File: config.mk
export PLATFORM = sky130hd
export DESIGN_NAME = flow_monitor_mc
export DESIGN_NICKNAME = d
export VERILOG_FILES = /design/src/rtl/flow_mon_pkg.sv /design/src/rtl/mon_evt_fifo.sv /design/src/rtl/flow_monitor_mc.sv
export SDC_FILE = /design/constraint.sdc
export NUM_CORES = 2
export LEC_CHECK = 0
export BUFFER_PORTS_ARGS = -buffer_cell sky130_fd_sc_hd__buf_2
export CAP_MARGIN = 15
export CORE_MARGIN = 2
export CORE_UTILIZATION = 30
export DETAILED_ROUTE_END_ITERATION = 12
export PLACE_DENSITY = 0.43
export SKIP_LAST_GASP = 1
export SYNTH_ARGS = -nofsm -noshare
export SYNTH_HDL_FRONTEND = slang
export SYNTH_SLANG_ARGS = --single-unit
File: constraint.sdc
create_clock -name clk -period 7.5 [get_ports clk]
set_clock_uncertainty 0.1 [all_clocks]
set_input_delay 1.5 -clock clk [delete_from_list [all_inputs] [get_ports clk]]
set_output_delay 1.5 -clock clk [all_outputs]
set_load 0.01 [all_outputs]
File: src/rtl/flow_mon_pkg.sv
// Shared types and constants for the multi-channel flit-flow monitor.
// Link word field offsets, title codes, stat selects, event record.
package flow_mon_pkg;

  localparam int LINK_W    = 66;
  localparam int TITLE_LSB = 64;
  localparam int PKT_LSB   = 48;
  localparam int SMALL_LSB = 32;
  localparam int PAY_LSB   = 0;

  typedef enum logic [1:0] {
    TITLE_IDLE = 2'b00,
    TITLE_HEAD = 2'b01,
    TITLE_BODY = 2'b10,
    TITLE_TAIL = 2'b11
  } title_e;

  typedef enum logic {
    CH_IDLE  = 1'b0,
    CH_INPKT = 1'b1
  } ch_state_e;

  localparam logic [2:0] SEL_HEAD  = 3'd0;
  localparam logic [2:0] SEL_BODY  = 3'd1;
  localparam logic [2:0] SEL_TAIL  = 3'd2;
  localparam logic [2:0] SEL_PKT   = 3'd3;
  localparam logic [2:0] SEL_ERR   = 3'd4;
  localparam logic [2:0] SEL_LAST  = 3'd5;
  localparam logic [2:0] SEL_MAX   = 3'd6;
  localparam logic [2:0] SEL_STATE = 3'd7;

  // Channel field is wide enough for any sane channel count;
  // the top slices it down to its own index width.
  localparam int EVT_CH_W = 8;

  typedef struct packed {
    logic [EVT_CH_W-1:0] ch;
    logic [15:0]         pkt;
    logic [15:0]         lat;
  } evt_rec_t;

  function automatic logic [15:0] lat_calc(
    input logic [15:0] now,
    input logic [15:0] ts
  );
    return now - ts;
  endfunction

endpackage

File: src/rtl/mon_evt_fifo.sv
// Synchronous FIFO for completed-packet event records.
// Ports: push/din/full write side, pop/dout/empty read side.
module mon_evt_fifo #(
  parameter int WIDTH = 40,
  parameter int DEPTH = 8
) (
  input  logic             clk,
  input  logic             reset,
  input  logic             push,
  input  logic [WIDTH-1:0] din,
  output logic             full,
  input  logic             pop,
  output logic [WIDTH-1:0] dout,
  output logic             empty
);

  localparam int AW = $clog2(DEPTH);

  logic [WIDTH-1:0] mem [DEPTH];
  logic [AW:0]      wr_ptr;
  logic [AW:0]      rd_ptr;
  logic             do_push;
  logic             do_pop;

  assign empty = (wr_ptr == rd_ptr);
  assign full  = (wr_ptr[AW] != rd_ptr[AW]) &&
                 (wr_ptr[AW-1:0] == rd_ptr[AW-1:0]);

  // A pop frees the slot a same-cycle push lands in.
  assign do_pop  = pop && !empty;
  assign do_push = push && (!full || do_pop);

  assign dout = mem[rd_ptr[AW-1:0]];

  always_ff @(posedge clk or negedge reset) begin
    if (!reset) begin
      wr_ptr <= '0;
      rd_ptr <= '0;
    end else begin
      if (do_push) wr_ptr <= wr_ptr + (AW+1)'(1);
      if (do_pop)  rd_ptr <= rd_ptr + (AW+1)'(1);
    end
  end

  always_ff @(posedge clk) begin
    if (do_push) mem[wr_ptr[AW-1:0]] <= din;
  end

endmodule

File: src/rtl/flow_monitor_mc.sv
// N-channel flit-flow monitor: framing FSM, stats, latency, event queue.
// Ports: data taps, clk_counter, clear, rd_ch/rd_sel/rd_data, evt_* stream.
module flow_monitor_mc
  import flow_mon_pkg::*;
#(
  parameter  int NUM_CH     = 4,
  parameter  int CNT_W      = 16,
  parameter  int FIFO_DEPTH = 8,
  localparam int CH_W       = (NUM_CH > 1) ? $clog2(NUM_CH) : 1
) (
  input  logic                     clk,
  input  logic                     reset,
  input  logic [NUM_CH*LINK_W-1:0] data,
  input  logic [15:0]              clk_counter,
  input  logic                     clear,
  input  logic [CH_W-1:0]          rd_ch,
  input  logic [2:0]               rd_sel,
  output logic [CNT_W-1:0]         rd_data,
  output logic                     evt_valid,
  input  logic                     evt_ready,
  output logic [CH_W-1:0]          evt_ch,
  output logic [15:0]              evt_pkt,
  output logic [15:0]              evt_lat,
  output logic [CNT_W-1:0]         evt_ovf
);

  localparam logic [CH_W:0] NUM_CH_L = (CH_W+1)'(NUM_CH);

  function automatic logic [CNT_W-1:0] sat_inc(
    input logic [CNT_W-1:0] v
  );
    return (&v) ? v : v + CNT_W'(1);
  endfunction

  function automatic logic [CNT_W-1:0] fit(
    input logic [15:0] v
  );
    logic [CNT_W+15:0] t;
    t = {{CNT_W{1'b0}}, v};
    return t[CNT_W-1:0];
  endfunction

  logic [CNT_W-1:0] stat [NUM_CH][8];
  logic [NUM_CH-1:0] done;
  evt_rec_t          rec_now [NUM_CH];

  for (genvar i = 0; i < NUM_CH; i++) begin : g_ch
    logic [LINK_W-1:0] link;
    logic [1:0]        title;
    logic [15:0]       pnum;
    logic              is_head;
    logic              is_body;
    logic              is_tail;
    ch_state_e         st;
    ch_state_e         st_nx;
    logic              capture;
    logic              complete;
    logic              err;
    logic [15:0]       ts_q;
    logic [15:0]       pkt_q;
    logic [15:0]       lat;
    logic [CNT_W-1:0]  head_c;
    logic [CNT_W-1:0]  body_c;
    logic [CNT_W-1:0]  tail_c;
    logic [CNT_W-1:0]  pkt_c;
    logic [CNT_W-1:0]  err_c;
    logic [15:0]       last_lat;
    logic [15:0]       max_lat;
    logic              unused_fields;

    assign link    = data[i*LINK_W +: LINK_W];
    assign title   = link[TITLE_LSB +: 2];
    assign pnum    = link[PKT_LSB +: 16];
    assign is_head = (title == TITLE_HEAD);
    assign is_body = (title == TITLE_BODY);
    assign is_tail = (title == TITLE_TAIL);
    assign lat     = lat_calc(clk_counter, ts_q);

    assign unused_fields = ^{link[SMALL_LSB +: 16], link[PAY_LSB +: 32]};

    always_comb begin
      st_nx    = st;
      capture  = 1'b0;
      complete = 1'b0;
      err      = 1'b0;
      unique case (st)
        CH_IDLE: begin
          if (is_head) begin
            st_nx   = CH_INPKT;
            capture = 1'b1;
          end else if (is_body || is_tail) begin
            err = 1'b1;
          end
        end
        CH_INPKT: begin
          // A second head abandons the open packet.
          if (is_head) begin
            err     = 1'b1;
            capture = 1'b1;
          end else if (is_tail) begin
            st_nx    = CH_IDLE;
            complete = 1'b1;
          end
        end
        default: st_nx = CH_IDLE;
      endcase
    end

    always_ff @(posedge clk or negedge reset) begin
      if (!reset) begin
        st    <= CH_IDLE;
        ts_q  <= '0;
        pkt_q <= '0;
      end else begin
        st <= st_nx;
        if (capture) begin
          ts_q  <= clk_counter;
          pkt_q <= pnum;
        end
      end
    end

    // Clear wins over any same-cycle count update.
    always_ff @(posedge clk or negedge reset) begin
      if (!reset) begin
        head_c   <= '0;
        body_c   <= '0;
        tail_c   <= '0;
        pkt_c    <= '0;
        err_c    <= '0;
        last_lat <= '0;
        max_lat  <= '0;
      end else if (clear) begin
        head_c   <= '0;
        body_c   <= '0;
        tail_c   <= '0;
        pkt_c    <= '0;
        err_c    <= '0;
        last_lat <= '0;
        max_lat  <= '0;
      end else begin
        if (is_head) head_c <= sat_inc(head_c);
        if (is_body) body_c <= sat_inc(body_c);
        if (is_tail) tail_c <= sat_inc(tail_c);
        if (err)     err_c  <= sat_inc(err_c);
        if (complete) begin
          pkt_c    <= sat_inc(pkt_c);
          last_lat <= lat;
          if (lat > max_lat) max_lat <= lat;
        end
      end
    end

    assign done[i]    = complete;
    assign rec_now[i] = {EVT_CH_W'(i), pkt_q, lat};

    assign stat[i][SEL_HEAD]  = head_c;
    assign stat[i][SEL_BODY]  = body_c;
    assign stat[i][SEL_TAIL]  = tail_c;
    assign stat[i][SEL_PKT]   = pkt_c;
    assign stat[i][SEL_ERR]   = err_c;
    assign stat[i][SEL_LAST]  = fit(last_lat);
    assign stat[i][SEL_MAX]   = fit(max_lat);
    assign stat[i][SEL_STATE] = fit({15'd0, st == CH_INPKT});
  end

  always_ff @(posedge clk or negedge reset) begin
    if (!reset) begin
      rd_data <= '0;
    end else if ({1'b0, rd_ch} < NUM_CH_L) begin
      rd_data <= stat[rd_ch][rd_sel];
    end else begin
      rd_data <= '0;
    end
  end

  logic [NUM_CH-1:0] pend_v;
  evt_rec_t          pend_rec [NUM_CH];
  logic [CH_W-1:0]   rr_ptr;
  logic              gnt_any;
  logic [CH_W-1:0]   gnt_idx;
  logic [NUM_CH-1:0] gnt_oh;
  logic [NUM_CH-1:0] drop;
  logic [CNT_W:0]    drop_cnt;
  logic [CNT_W:0]    ovf_sum;
  logic              fifo_full;
  logic              fifo_empty;
  logic              fifo_pop;
  logic              push_ok;
  evt_rec_t          fifo_dout;
  logic              unused_ch;

  assign fifo_pop = !fifo_empty && evt_ready;
  assign push_ok  = !fifo_full || fifo_pop;

  // Round-robin: first pending channel at or after rr_ptr.
  always_comb begin
    int c;
    c       = 0;
    gnt_any = 1'b0;
    gnt_idx = '0;
    for (int k = 0; k < NUM_CH; k++) begin
      c = int'(rr_ptr) + k;
      if (c >= NUM_CH) c = c - NUM_CH;
      if (!gnt_any && pend_v[c]) begin
        gnt_any = 1'b1;
        gnt_idx = CH_W'(c);
      end
    end
    if (!push_ok) gnt_any = 1'b0;
  end

  // A record is dropped only if its pending slot stays occupied.
  always_comb begin
    drop_cnt = '0;
    for (int i = 0; i < NUM_CH; i++) begin
      gnt_oh[i] = gnt_any && (gnt_idx == CH_W'(i));
      drop[i]   = done[i] && pend_v[i] && !gnt_oh[i];
      drop_cnt  = drop_cnt + (CNT_W+1)'(drop[i]);
    end
    ovf_sum = {1'b0, evt_ovf} + drop_cnt;
  end

  always_ff @(posedge clk or negedge reset) begin
    if (!reset) begin
      pend_v  <= '0;
      rr_ptr  <= '0;
      evt_ovf <= '0;
      for (int i = 0; i < NUM_CH; i++) pend_rec[i] <= '0;
    end else begin
      for (int i = 0; i < NUM_CH; i++) begin
        if (gnt_oh[i]) pend_v[i] <= 1'b0;
        if (done[i] && !drop[i]) begin
          pend_v[i]   <= 1'b1;
          pend_rec[i] <= rec_now[i];
        end
      end
      if (gnt_any) begin
        rr_ptr <= (gnt_idx == CH_W'(NUM_CH-1)) ?
                  '0 : gnt_idx + CH_W'(1);
      end
      evt_ovf <= ovf_sum[CNT_W] ? '1 : ovf_sum[CNT_W-1:0];
    end
  end

  mon_evt_fifo #(
    .WIDTH ($bits(evt_rec_t)),
    .DEPTH (FIFO_DEPTH)
  ) u_fifo (
    .clk   (clk),
    .reset (reset),
    .push  (gnt_any),
    .din   (pend_rec[gnt_idx]),
    .full  (fifo_full),
    .pop   (fifo_pop),
    .dout  (fifo_dout),
    .empty (fifo_empty)
  );

  assign evt_valid = !fifo_empty;
  assign evt_ch    = evt_valid ? fifo_dout.ch[CH_W-1:0] : '0;
  assign evt_pkt   = evt_valid ? fifo_dout.pkt : '0;
  assign evt_lat   = evt_valid ? fifo_dout.lat : '0;
  assign unused_ch = ^fifo_dout.ch;

endmodule
---- Yosys cells after proc, flatten, opt, wreduce, memory -nomap -nowiden ----
Memory sizes are Yosys's and may differ from the RTL's.
Index checks and enable logic that the tools add are counted.
W data, S select, Z words.
cells by class
  reductions and logical operators ........ 115
  muxes and demuxes ....................... 169
  equal/unequal tests ..................... 38
  $add $sub $neg .......................... 38
  bitwise gates (word level) .............. 7
  order comparisons ....................... 15
operators with widths
  kind                     count
  $mux W16                 85
  $add A16 B1 Y16 const B  20
  $reduce_and A16 Y1       20
  $bmux W128 S2            1
  $mux W128                2
  $lt A32 B4 Y1 const B    4
  $mux W32                 4
  $bmux W40 S2             1
  $mux W40                 2
  $gt A16 B16 Y1           4
  $sub A16 B16 Y16         4
  $reduce_bool A2 Y1       28
  $mux W1                  55
  $bmux W16 S3             1
  $reduce_and A2 Y1        24
  $ne A2 B2 Y1 const B     20
  $logic_and A1 B1 Y1      23
  $eq A2 B2 Y1 const B     10
  $add A16 B4 Y17          1
  $pmux W1 S2              8
  $ge A3 B3 Y1 const B     5
  $logic_not A1 Y1         13
  $mux W2                  6
  $sub A3 B3 Y4 const B    3
  other kinds (20)         38
storage, ports and cells
  bits in registers ....................... 757
  bits in writable memories ............... 320
  memories kept ........................... 1
  logic and storage cells ................. 443
memories
  name        words  width  rd ports  clocked after Yosys merged registers in  write ports  line                RTL
  u_fifo.mem  8      40     1         0                                        1            mon_evt_fifo.sv:19  logic [WIDTH-1:0] mem [DEPTH];

---- Longest topological paths before layout ----
  depth in word-level cells ............... 24
  depth in mapped cells ................... 20
  mapped depth without buffers ............ 17

---- By module ----
Synthesis repeated with hierarchy kept, for this count alone.
second synthesis, totals
  cells, all modules ...................... 4847
  area, all modules ....................... 54845.1 µm²
modules (own cells, without submodules)
  module           area an instance (µm²)  cells each  sequential area each (µm²)  instances
  flow_monitor_mc  42236.8                 4317        18743.0                     1
  mon_evt_fifo     12608.3                 530         9809.4                      1

---- Least setup slack after synthesis ----
OpenSTA, ideal clock, no wires.
  path type ............................... in2reg
  start ................................... input port evt_ready
  end ..................................... memory u_fifo.mem[1][0] (enable)
  library setup time ...................... 522 ps
  path slack .............................. 1448 ps
  cell stages on the path ................. 3
  data arrival time ....................... 5430 ps
  cell sequence ........................... nor2_1 -> a21o_1 -> nor4b_1
between the ends
  longest elaborated chain between the ends .. 6
  elaborated cells on any way between the ends .. 8
ends and longest elaborated chain
  element                                                           line                                        RTL
  start, declared                                                   flow_monitor_mc.sv:20                       input logic evt_ready,
  $logic_and A1 B1 Y1 *                                             flow_monitor_mc.sv:193                      assign fifo_pop = !fifo_empty && evt_ready;
  $logic_or A1 B1 Y1 / $logic_and A1 B1 Y1 (equally long branches)  flow_monitor_mc.sv:194, mon_evt_fifo.sv:30
  $mux W1 / $logic_or A1 B1 Y1 (equally long branches)              flow_monitor_mc.sv:210, mon_evt_fifo.sv:31
  $logic_and A1 B1 Y1 *                                             mon_evt_fifo.sv:31                          assign do_push = push && (!full || do_pop);
  $mux W1 *                                                         mon_evt_fifo.sv:46                          if (do_push) mem[wr_ptr[AW-1:0]] <= din;
  $mux W1 (not written as such) *                                   mon_evt_fifo.sv:46
  end, declared                                                     mon_evt_fifo.sv:19
Every way passes the cells marked *; elsewhere a longest branch is shown, timed or not.

---- Worst setup path in the final report ----
  start ................................... input port clk_counter[0]
  end ..................................... register g_ch[0].max_lat[10]
between the ends
  longest elaborated chain between the ends .. 4
  elaborated cells on any way between the ends .. 7
ends and longest elaborated chain
  element                       line                    RTL
  start, declared               flow_monitor_mc.sv:14   input logic [15:0] clk_counter,
  $sub A16 B16 Y16              flow_mon_pkg.sv:46      return now - ts;
  net g_ch[0].lat[15]           flow_monitor_mc.sv:61   logic [15:0] lat;
  $gt A16 B16 Y1                flow_monitor_mc.sv:149  if (lat > max_lat) max_lat <= lat;
  $reduce_bool A2 Y1 (no line)  -
  $reduce_and A2 Y1 (no line)   -
  end signal, assigned          flow_monitor_mc.sv:149
  end, declared                 flow_monitor_mc.sv:68   logic [15:0] max_lat;
The timed path passes the listed nets, and every way through them passes these cells. The select of a mux whose other input is x is not followed.
A chain may end at the register's enable or synchronous reset.

==> results.yml <==
status:
  result_of_the_run: "complete, no violations"
worst_setup_path:
  setup_slack_reg_to_reg_ps: 2210
  reg2reg_from: "rr_ptr[1]$_DFFE_PN0P_"
  reg2regPathDepth: 18
  end_kind: "flip-flop"
  cp_data_arrival_time_ps: 6290
  worst_r2r_endpoint: "evt_ovf[6]$_DFF_PN0_"
  worstPathCellList: "buf_2 > inv_1 > ha_1 > nand3b_1 > a211oi_1 > nor2_1 > o31ai_1 > xnor2_1 > inv_1 > ha_1 > nand4_1 > nor4_1 > a21boi_0 > a211o_1 > and3b_1 > a22o_1"
  critical_path.max_fanout: 14
  worst_ep_required_time_ps: 8070
  critPathLaunchType: "input port"
  timing.critical_path.slowest_cell_delay_ps: 650
  cpMaxStageDelayCell: "sky130_fd_sc_hd__o31ai_1"
  crit_type: "input port to flip-flop"
route:
  detail_route.drc_violations: 0
  final_antenna_net_count: 0
  drt_iter0_markers: 2561
  routed-via-count: 36220
  avgViaCountPerCell: 5.032
  first_pass_iters: 6
  postRouteWirelength_um: 166200
  route.layer.met1.wl_um: 78940
  top_layer_used: "met5"
  detail_route.wl_per_cell_um: 23.09
  dr_wl_met2_um: 77000
  routed-wl-met3_um: 6120
layout:
  nNetsFinal: 5208
  final_layout_size_suffix_gt1_share_pct: 17.60
  area.growth.synth_to_final_pct: 14.78
min_path:
  hold_class: "flip-flop to flip-flop"
  worst_hold_path.endpoint: "pend_rec[150]$_DFFE_PN0P_"
  hold-path-cell-count: 1
  hp-start: "g_ch[0].pkt_q[14]$_DFFE_PN0P_"
sta:
  max_slew_margin_pct: 27.63
  worst-slew-pin-transition_ps: 1086
  totalNegativeSetupSlack_ps: 0
  finalHoldViolations: 0
  total_setup_violations_reported_at_the_end_of_the_flow: 0
  max_freq_mhz: 174.9
  rsz0062_at_grt: "no"
  postLayoutSetupSlackWorst_ps: 1784
  period_needed_ps: 5716
  timing_max_transition_violations_final: 0
  min_period_over_period_pct: 76.22
flow_run:
  maxCapViolations: 0
power:
  power-per-cell-area_nw_per_um2: 328.4
  power.static_leakage_nw: 24.68
  power.share.combinational_pct: 29.3
  sw_frac_of_total_pct: 33.15
  pwr-share-clk_pct: 30.7
  share_seq_of_total_power_pct: 40.0
  power.internal_w: 0.01325
  highest_ir_drop_seen_on_vdd_mv: 0.2218
  power.switching_w: 0.006569
global_route:
  grt_antenna_before_repair: 15
  globalRoute.totalOverflow: 0
  grt_max_degree: 154
  first_global_vias: 36260
  grt_use_total_pct: 18.45
  wire_length_of_the_first_global_routing_pass_um: 247600
synthesis:
  synth_sequential_area_ratio_pct: 51.57
  dominantRegCellSynth: "sky130_fd_sc_hd__dfrtp_1"
  synthesis.instances: 4601
  yosysWarningCount: 0
  synth.net_count: 5046
  synth-async-reset-ratio_pct: 73.57
  mappedNetlistArea_sq_um: 52570
  synth-seq-cells: 1029
  synth_edf_count: 272
  synth.distinct_cells: 87
  postSynthAreaPerCell_sq_um: 11.43
die:
  rows: 153
  floorplan.die.height_um: 422.6
  total_die_area_sq_um: 178600
  io-pin-count: 356
  die-width_um: 422.6
  floorplan.initialDensity_pct: 30.21
  floorplan.core_area_sq_um: 174000
place:
  dpl_worst_slack_ps: 967.8
  gpl.final_weighted_congestion: 0.8300
  dp_hpwl_um: 115400
  placement.io_buffers: 163
clock_network:
  cts-root-buf: "sky130_fd_sc_hd__clkbuf_16"
  cts_tree: "done"
  h-tree-depth: 3
  tritoncts.num_buffers: 120
  clock_path_buffers: 3
  clkSinkCount: 1029
  cts_setup_buffers: 0
  insertion_delay_ps: 790
  cts_repair_resize_count: 0
  cts.clk_slew.worst_paths_ps: 60
  ctsHoldBuffers: 0
-- layout by cell type (no fill, tap or decap), types with 159 or more instances in the layout --
master | netlist | final
sky130_fd_sc_hd__dfrtp_1 | 757 | 754
sky130_fd_sc_hd__nand2_1 | 546 | 546
sky130_fd_sc_hd__nor2_1 | 427 | 425
sky130_fd_sc_hd__edfxtp_1 | 272 | 272
sky130_fd_sc_hd__mux4_2 | 230 | 230
sky130_fd_sc_hd__inv_1 | 227 | 227
sky130_fd_sc_hd__a21oi_1 | 187 | 187
sky130_fd_sc_hd__o21ai_0 | 183 | 183
sky130_fd_sc_hd__xor2_1 | 169 | 169
sky130_fd_sc_hd__buf_2 | 50 | 159
-- Yosys cell counts (26+ instances only) --
master	n	area (sq um)
sky130_fd_sc_hd__a211oi_1	33	247.7
sky130_fd_sc_hd__a21o_1	31	232.7
sky130_fd_sc_hd__a21oi_1	187	935.9
sky130_fd_sc_hd__a22o_1	29	254.0
sky130_fd_sc_hd__and2_1	29	181.4
sky130_fd_sc_hd__and3_1	56	350.3
sky130_fd_sc_hd__and4_1	34	297.8
sky130_fd_sc_hd__buf_2	50	250.2
sky130_fd_sc_hd__clkbuf_1	135	506.7
sky130_fd_sc_hd__dfrtp_1	757	18940
sky130_fd_sc_hd__edfxtp_1	272	8168
sky130_fd_sc_hd__ha_1	149	1864
sky130_fd_sc_hd__inv_1	227	852.1
sky130_fd_sc_hd__mux2_2	132	1486
sky130_fd_sc_hd__mux2i_1	87	870.8
sky130_fd_sc_hd__mux4_2	230	5180
sky130_fd_sc_hd__nand2_1	546	2049
sky130_fd_sc_hd__nand2b_1	35	219.0
sky130_fd_sc_hd__nand3_1	148	740.7
sky130_fd_sc_hd__nand3b_1	34	255.2
sky130_fd_sc_hd__nand4_1	98	613.1
sky130_fd_sc_hd__nor2_1	427	1603
sky130_fd_sc_hd__nor2b_1	26	162.7
sky130_fd_sc_hd__nor3_1	47	235.2
sky130_fd_sc_hd__o21ai_0	183	915.9
sky130_fd_sc_hd__or3_1	46	287.8
sky130_fd_sc_hd__xnor2_1	138	1209
sky130_fd_sc_hd__xor2_1	169	1480
-- per-stage QoR --
step / total power [W] / hold slack, ps / cells / area (sq um) / util (%)
5_1_grt: 0.02088 / 388.6 / 7196 / 60340 / 34.68
6_report: 0.01981 / 365.5 / 7198 / 60340 / 34.68
2_1_floorplan: 0.01157 / 334.4 / 4601 / 52570 / -
3_5_place_dp: 0.01395 / 359.5 / 6966 / 56230 / 32.31
3_3_place_gp: 0.01387 / 353.2 / 6966 / 56230 / 32.31
4_1_cts: 0.02011 / 349.9 / 7195 / 60340 / 34.67
-- critical path, delay by kind of cell --
kind	cells	cell delay, ps
XOR/XNOR	1	430
AO/OA/AOI/OAI	5	1700
adder cells (fa/ha/maj)	2	700
AND/OR/NAND/NOR	5	1500
buffers and inverters	3	450
-- final cells by class --
type	count	area [sq um]
fill	17350	113700
sequential	1029	27120
multi-input combinational	3132	23780
clock buffer	170	3442
tap	2325	2909
timing repair buffer	252	1567
inverter	228	855.8
clock inverter	59	663.1
antenna	3	7.507
-- cell families (layout without fill, tap and decap cells) --
| logic type | Yosys count | in the layout | share of synthesized area [%] |
|---|---|---|---|
| other | 0 | 3 | 0 |
| DFF | 1029 | 1029 | 51.57 |
| xor gates and xnor gates | 307 | 307 | 5.114 |
| and+or+nand+nor | 1601 | 1601 | 14.39 |
| adders and majority gates | 156 | 156 | 3.813 |
| AOI/OAI and AO/OA | 618 | 618 | 7.330 |
| muxes | 450 | 450 | 14.36 |
| buffers and inverters | 440 | 709 | 3.422 |
-- routing by layer --
layer  global-route usage [%]  up-vias
met5                        0        -
li1                         -    16840
met2                    29.16      633
met4                    5.125        4
met1                    26.40    18570
met3                    2.509      174
-- power by group through the flow --
| stage | clock, W | combinational, W | sequential [W] |
|---|---|---|---|
| after floorplan | 0 | 0.00373 | 0.00784 |
| after global placement | 0 | 0.00586 | 0.00801 |
| after detailed placement | 0 | 0.00591 | 0.00804 |
| after CTS | 0.00625 | 0.00592 | 0.00794 |
| after global routing | 0.00648 | 0.00635 | 0.00805 |
| final | 0.00608 | 0.00580 | 0.00793 |
-- sequential cells by signal (all words and copies together) (netlist names) --
signal         cells
g_ch.body_c       64
g_ch.max_lat      64
u_fifo.rd_ptr      4
g_ch.st            4
g_ch.last_lat     64
g_ch.err_c        64
rd_data           16
u_fifo.mem       272
g_ch.tail_c       64
g_ch.pkt_c        64
g_ch.head_c       64
pend_v             4
pend_rec         131
g_ch.pkt_q        64
g_ch.ts_q         64
evt_ovf           16
rr_ptr             2
u_fifo.wr_ptr      4
-- worst max-delay path by stage --
stage	start	to	cells past startpoint
finish	clk_counter[0]	g_ch[0].max_lat[10]$_DFFE_PN0P_	16
CTS	clk_counter[0]	g_ch[0].max_lat[10]$_DFFE_PN0P_	16
detailed placement	clk_counter[0]	g_ch[0].max_lat[11]$_DFFE_PN0P_	16
global route	clk_counter[0]	g_ch[0].max_lat[10]$_DFFE_PN0P_	16
global placement	clk_counter[0]	g_ch[0].max_lat[9]$_DFFE_PN0P_	16
floorplan	evt_ready	u_fifo.mem[1][0]$_DFFE_PP_	3
Note: power is estimated with default switching activity, not from simulation.
